## config.mk

```make
export PLATFORM = sky130hd
export DESIGN_NAME = modulation_demod
export DESIGN_NICKNAME = d
export VERILOG_FILES = /design/src/rtl/modulation_demod.sv
export SDC_FILE = /design/constraint.sdc
export NUM_CORES = 1
export LEC_CHECK = 0
export CAP_MARGIN = 20
export CORE_AREA = 10 10 161 193
export CTS_CLUSTER_SIZE = 12
export DETAILED_ROUTE_END_ITERATION = 6
export DIE_AREA = 0 0 171 203
export DONT_BUFFER_PORTS = 1
export SYNTH_ARGS = -nofsm -noshare
export SYNTH_HDL_FRONTEND = slang
export SYNTH_SLANG_ARGS = --single-unit
```

## constraint.sdc

```tcl
create_clock -name i_clk -period 3.7 [get_ports i_clk]
set_input_delay 0.555 -clock i_clk [delete_from_list [all_inputs] [get_ports i_clk]]
set_output_delay 0.555 -clock i_clk [all_outputs]
set_load 0.005 [all_outputs]
```

## src/rtl/modulation_demod.sv

```systemverilog
// Square-wave demodulator: drops a settling window after each half-period edge, sums the rest,
// and emits the saturated high-minus-low error once per full modulation period.
module modulation_demod #(
  parameter int unsigned ADC_BIT = 14,
  parameter int unsigned ACC_BIT = 32
) (
  input  logic                      i_clk,
  input  logic                      i_rst_n,
  input  logic signed [ADC_BIT-1:0] i_adc_data,
  input  logic                      i_status,
  input  logic [15:0]               i_ignore,
  input  logic                      i_polarity,
  output logic signed [ACC_BIT-1:0] o_err,
  output logic                      o_err_vld,
  output logic                      o_sat,
  output logic                      o_locked
);

  localparam int unsigned ExtBit = ACC_BIT + 1;
  localparam logic signed [ACC_BIT-1:0] AccMax = {1'b0, {(ACC_BIT - 1){1'b1}}};
  localparam logic signed [ACC_BIT-1:0] AccMin = {1'b1, {(ACC_BIT - 1){1'b0}}};

  typedef enum logic [2:0] {
    StWaitSync,
    StSkipH,
    StAccH,
    StSkipL,
    StAccL
  } state_e;

  // Values held in ACC_BIT + 1 bits overflow ACC_BIT when the top two bits disagree.
  function automatic logic is_ovf(input logic signed [ExtBit-1:0] v);
    return v[ExtBit-1] ^ v[ExtBit-2];
  endfunction

  function automatic logic signed [ACC_BIT-1:0] clip(input logic signed [ExtBit-1:0] v);
    if (is_ovf(v)) begin
      return v[ExtBit-1] ? AccMin : AccMax;
    end
    return v[ACC_BIT-1:0];
  endfunction

  state_e                      state_q, state_d;
  logic                        status_q;
  logic [15:0]                 skip_cnt_q, skip_cnt_d;
  logic signed [ACC_BIT-1:0]   acc_h_q, acc_h_d;
  logic signed [ACC_BIT-1:0]   acc_l_q, acc_l_d;
  logic                        sat_flag_q, sat_flag_d;
  logic signed [ACC_BIT-1:0]   err_q, err_d;
  logic                        err_vld_q, err_vld_d;
  logic                        sat_q, sat_d;
  logic                        locked_q, locked_d;

  logic                        rise, fall;
  logic                        ignore_zero;
  logic signed [ExtBit-1:0]    sample_ext;
  logic signed [ExtBit-1:0]    sum_h, sum_l, diff;
  logic signed [ACC_BIT-1:0]   acc_start;
  logic [15:0]                 skip_start;
  logic                        skip_first;

  assign rise        = i_status & ~status_q;
  assign fall        = ~i_status & status_q;
  assign ignore_zero = (i_ignore == 16'd0);
  assign sample_ext  = {{(ExtBit - ADC_BIT){i_adc_data[ADC_BIT-1]}}, i_adc_data};
  assign sum_h       = {acc_h_q[ACC_BIT-1], acc_h_q} + sample_ext;
  assign sum_l       = {acc_l_q[ACC_BIT-1], acc_l_q} + sample_ext;
  assign diff        = i_polarity ? ({acc_l_q[ACC_BIT-1], acc_l_q} - {acc_h_q[ACC_BIT-1], acc_h_q})
                                  : ({acc_h_q[ACC_BIT-1], acc_h_q} - {acc_l_q[ACC_BIT-1], acc_l_q});

  // The edge-cycle sample is the first of the new half: it seeds the accumulator when nothing is
  // ignored, otherwise it is the first dropped sample, so skip_cnt tracks the drops still to come.
  assign acc_start   = ignore_zero ? sample_ext[ACC_BIT-1:0] : '0;
  assign skip_start  = ignore_zero ? 16'd0 : (i_ignore - 16'd1);
  assign skip_first  = (i_ignore > 16'd1);

  always_comb begin
    state_d    = state_q;
    skip_cnt_d = skip_cnt_q;
    acc_h_d    = acc_h_q;
    acc_l_d    = acc_l_q;
    sat_flag_d = sat_flag_q;
    err_d      = err_q;
    err_vld_d  = 1'b0;
    sat_d      = sat_q;
    locked_d   = locked_q;

    case (state_q)
      StWaitSync: begin
        if (rise) begin
          state_d    = skip_first ? StSkipH : StAccH;
          skip_cnt_d = skip_start;
          acc_h_d    = acc_start;
          sat_flag_d = 1'b0;
        end
      end
      StSkipH, StAccH: begin
        if (fall) begin
          state_d    = skip_first ? StSkipL : StAccL;
          skip_cnt_d = skip_start;
          acc_l_d    = acc_start;
        end else if (state_q == StSkipH) begin
          skip_cnt_d = skip_cnt_q - 16'd1;
          if (skip_cnt_q <= 16'd1) state_d = StAccH;
        end else begin
          acc_h_d = clip(sum_h);
          if (is_ovf(sum_h)) sat_flag_d = 1'b1;
        end
      end
      StSkipL, StAccL: begin
        if (rise) begin
          err_d      = clip(diff);
          sat_d      = sat_flag_q | is_ovf(diff);
          err_vld_d  = 1'b1;
          locked_d   = 1'b1;
          sat_flag_d = 1'b0;
          state_d    = skip_first ? StSkipH : StAccH;
          skip_cnt_d = skip_start;
          acc_h_d    = acc_start;
        end else if (state_q == StSkipL) begin
          skip_cnt_d = skip_cnt_q - 16'd1;
          if (skip_cnt_q <= 16'd1) state_d = StAccL;
        end else begin
          acc_l_d = clip(sum_l);
          if (is_ovf(sum_l)) sat_flag_d = 1'b1;
        end
      end
      default: state_d = StWaitSync;
    endcase
  end

  always_ff @(posedge i_clk or negedge i_rst_n) begin
    if (!i_rst_n) begin
      state_q    <= StWaitSync;
      status_q   <= 1'b0;
      skip_cnt_q <= '0;
      acc_h_q    <= '0;
      acc_l_q    <= '0;
      sat_flag_q <= 1'b0;
      err_q      <= '0;
      err_vld_q  <= 1'b0;
      sat_q      <= 1'b0;
      locked_q   <= 1'b0;
    end else begin
      state_q    <= state_d;
      status_q   <= i_status;
      skip_cnt_q <= skip_cnt_d;
      acc_h_q    <= acc_h_d;
      acc_l_q    <= acc_l_d;
      sat_flag_q <= sat_flag_d;
      err_q      <= err_d;
      err_vld_q  <= err_vld_d;
      sat_q      <= sat_d;
      locked_q   <= locked_d;
    end
  end

  assign o_err     = err_q;
  assign o_err_vld = err_vld_q;
  assign o_sat     = sat_q;
  assign o_locked  = locked_q;

endmodule
```

==> results.toml, run 1 <==
[sta]
maxSlewHeadroom_pct = 42.5
report.final.hold_viol_count = 0
setup_viol = 0
period_minus_slack_ns = 3.45
worst_pin_slew_ns = 0.863
fmax_mhz = 290
worst_slack_ns = 0.247
finalClockSkew_ns = 0.0123
holdWs_ns = 0.0657
maxSlewViolCount = 0
finalCritPeriodShare_pct = 93.3

[finish]
num_antenna_cells = 0
layout_commonest_cell = "nand2_1"
post-route-util_pct = 54.2
fin_nets = 1973
area_growth_pct = 9.61
fillers = 2720
drive_above_1_share_pct = 8.87
final_cell_mix = "nand2_1, a21oi_1, nor2_1, o21ai_0, ha_1"

[clocking]
tritoncts = "built"
h-tree-depth = 4
cts_buffers = 17
clk_pin_slew_ns = 0.06
post_cts_buffers = 0
clock_path_buffers = 2
root_buffer = "clkbuf_16"
insertion_delay_ns = 0.44
clock_sinks = 120

[die]
core_area_um2 = 27100
row_count = 66
dieArea_um2 = 34700
die_w_um = 171
io_pins = 69
initial_utilization_pct = 49.4
fp.dieH_um = 203

[setup_path]
crit_path_end_kind = "flop"
critPathLaunch = "acc_h_q[20]"
crit_type = "flop to flop"
rrSetupSlack_ns = 0.25
r2r_end = "o_err[2]"
timing.rr.start = "acc_h_q[20]"
worst_r2r_path_depth = 12
startpoint_type = "flop"
crit_required_ns = 4.05
cp.arrival_ns = 3.80
cp_max_fo = 4
crit_path_end = "o_err[2]"

[place]
place.gp.congestion = 0.968
port_buffers = 0
place_ws_ns = -0.0243
dp_hpwl_um = 36300

[route]
drt_iter0_markers = 1021
ant_nets = 0
drc = 0
via_per_inst = 6.26
vias = 13500
dr.pass1.iters = 6
wl_um = 44800
wl_per_cell_um = 20.8

[synth]
synth_area_um2 = 13400
netlist_instances = 1810
ys_seq_area_share_pct = 22.4
synthArstFlopShare_pct = 100
avgSynthCellArea_um2 = 7.40
synth_cell_types = 93
synth_edf_count = 0
yosysWarnings = 0
yosys_register_bits = 120
syn_nets = 1980
ys.flop_type = "dfrtp_1"

[global_route]
grt_pass1_vias = 13200
grt_pass1_wl_um = 71000
grtUsageTotal_pct = 25.4
grt-ovfl-total = 0
grt_max_degree = 121
grt_antenna_before_repair = 0

[flow_run]
drv_cap = 0

[outcome]
status = "finished, final reports clean"

[min_path]
hp-class = "input pin to asynchronous set/reset pin"
cell usage after synthesis (30+ instances only):
cell	instances	area (um2)
nand2_1	204	766
ha_1	132	1650
inv_1	104	390
xnor2_1	63	552
nand3_1	54	270
nor2_1	159	597
clkbuf_1	75	282
o21ai_0	160	801
a21oi_1	201	1010
a21o_1	34	255
nor3_1	39	195
a211oi_1	34	255
dfrtp_1	120	3000
xor2_1	30	263
layer usage:
metal	global-route usage, %	share of wire (%)
met5	0	0
met4	10.6	3.6
met3	3.42	5.2
met2	43.5	48
met1	31.3	43
final cells by class:
class | instances | area, um2 | share of cell area (%)
multi-input cells | 1483 | 9610 | 65.5
inverters | 104 | 390 | 2.66
clock inverters | 10 | 118 | 0.801
well taps | 340 | 425 | 2.90
repair buffers | 77 | 636 | 4.33
flip-flops and latches | 120 | 3000 | 20.5
clock buffers | 22 | 494 | 3.37
worst min-delay path by stage:
| stage | startpoint | end | slack (ns) |
|---|---|---|---|
| after floorplan | i_rst_n | acc_h_q[0] | 0.26 |
| after global placement | i_rst_n | o_err[2] | 0.26 |
| after detailed placement | i_rst_n | o_err[4] | 0.26 |
| after CTS | i_rst_n | o_err[4] | 0.09 |
| after global routing | i_rst_n | o_err[4] | 0.10 |
| final | i_rst_n | o_err[4] | 0.07 |
registers in the layout, indices dropped and copies added, names as in the netlist:
signal / count
state_q: 3
skip_cnt_q: 16
o_sat: 1
acc_h_q: 32
status_q: 1
acc_l_q: 32
o_locked: 1
sat_flag_q: 1
o_err: 32
o_err_vld: 1
kinds of logic (layout without fill, tap and decap cells):
| logic type | count (synthesis) | after routing | synth area share, % |
|---|---|---|---|
| xor gates and xnor gates | 93 | 93 | 6.08 |
| and+or+nand+nor | 581 | 581 | 20.0 |
| adders and majority gates | 143 | 143 | 13.5 |
| DFF | 120 | 120 | 22.4 |
| AOI/OAI and AO/OA | 655 | 655 | 30.9 |
| buffers and inverters | 207 | 213 | 6.13 |
| muxes | 11 | 11 | 0.962 |
critical path, stage by stage (launching register included):
cell      delay, ns
dfrtp_1        0.41
inv_1          0.06
ha_1           0.30
a21oi_1        0.28
o21ai_0        0.18
a221o_1        0.44
a221oi_4       0.40
o32ai_1        0.14
a221oi_2       0.34
nand2_1        0.14
buf_4          0.18
maj3_1         0.32
o21ai_0        0.15
stage by stage:
step	cells	TNS, ns	cell area (um2)
after floorplan	1810	0	13400
after global placement	2123	0	14000
after detailed placement	2123	-0.0855	14000
after CTS	2156	0	14700
after global routing	2156	-0.00672	14700
final	2156	0	14700
timing repair:
item / in CTS / in global routing
gates resized for setup: 0 / 4
hold endpoints to repair: 120 / 0
hold buffers: 1 / 0
setup endpoints to repair: 0 / 35
Power of run 1 is left out: the tool's default activity adds up to more than one toggle a clock period on the data nets, which glitch-free logic cannot reach.
==> inputs of run 2 (changes only) <==
Settings changed: CTS_CLUSTER_SIZE 12 to 16.
==> results of run 2 <==
Final layout, timing and power as in run 1 (identical DEF).
Power of run 2 is left out for the same reason.
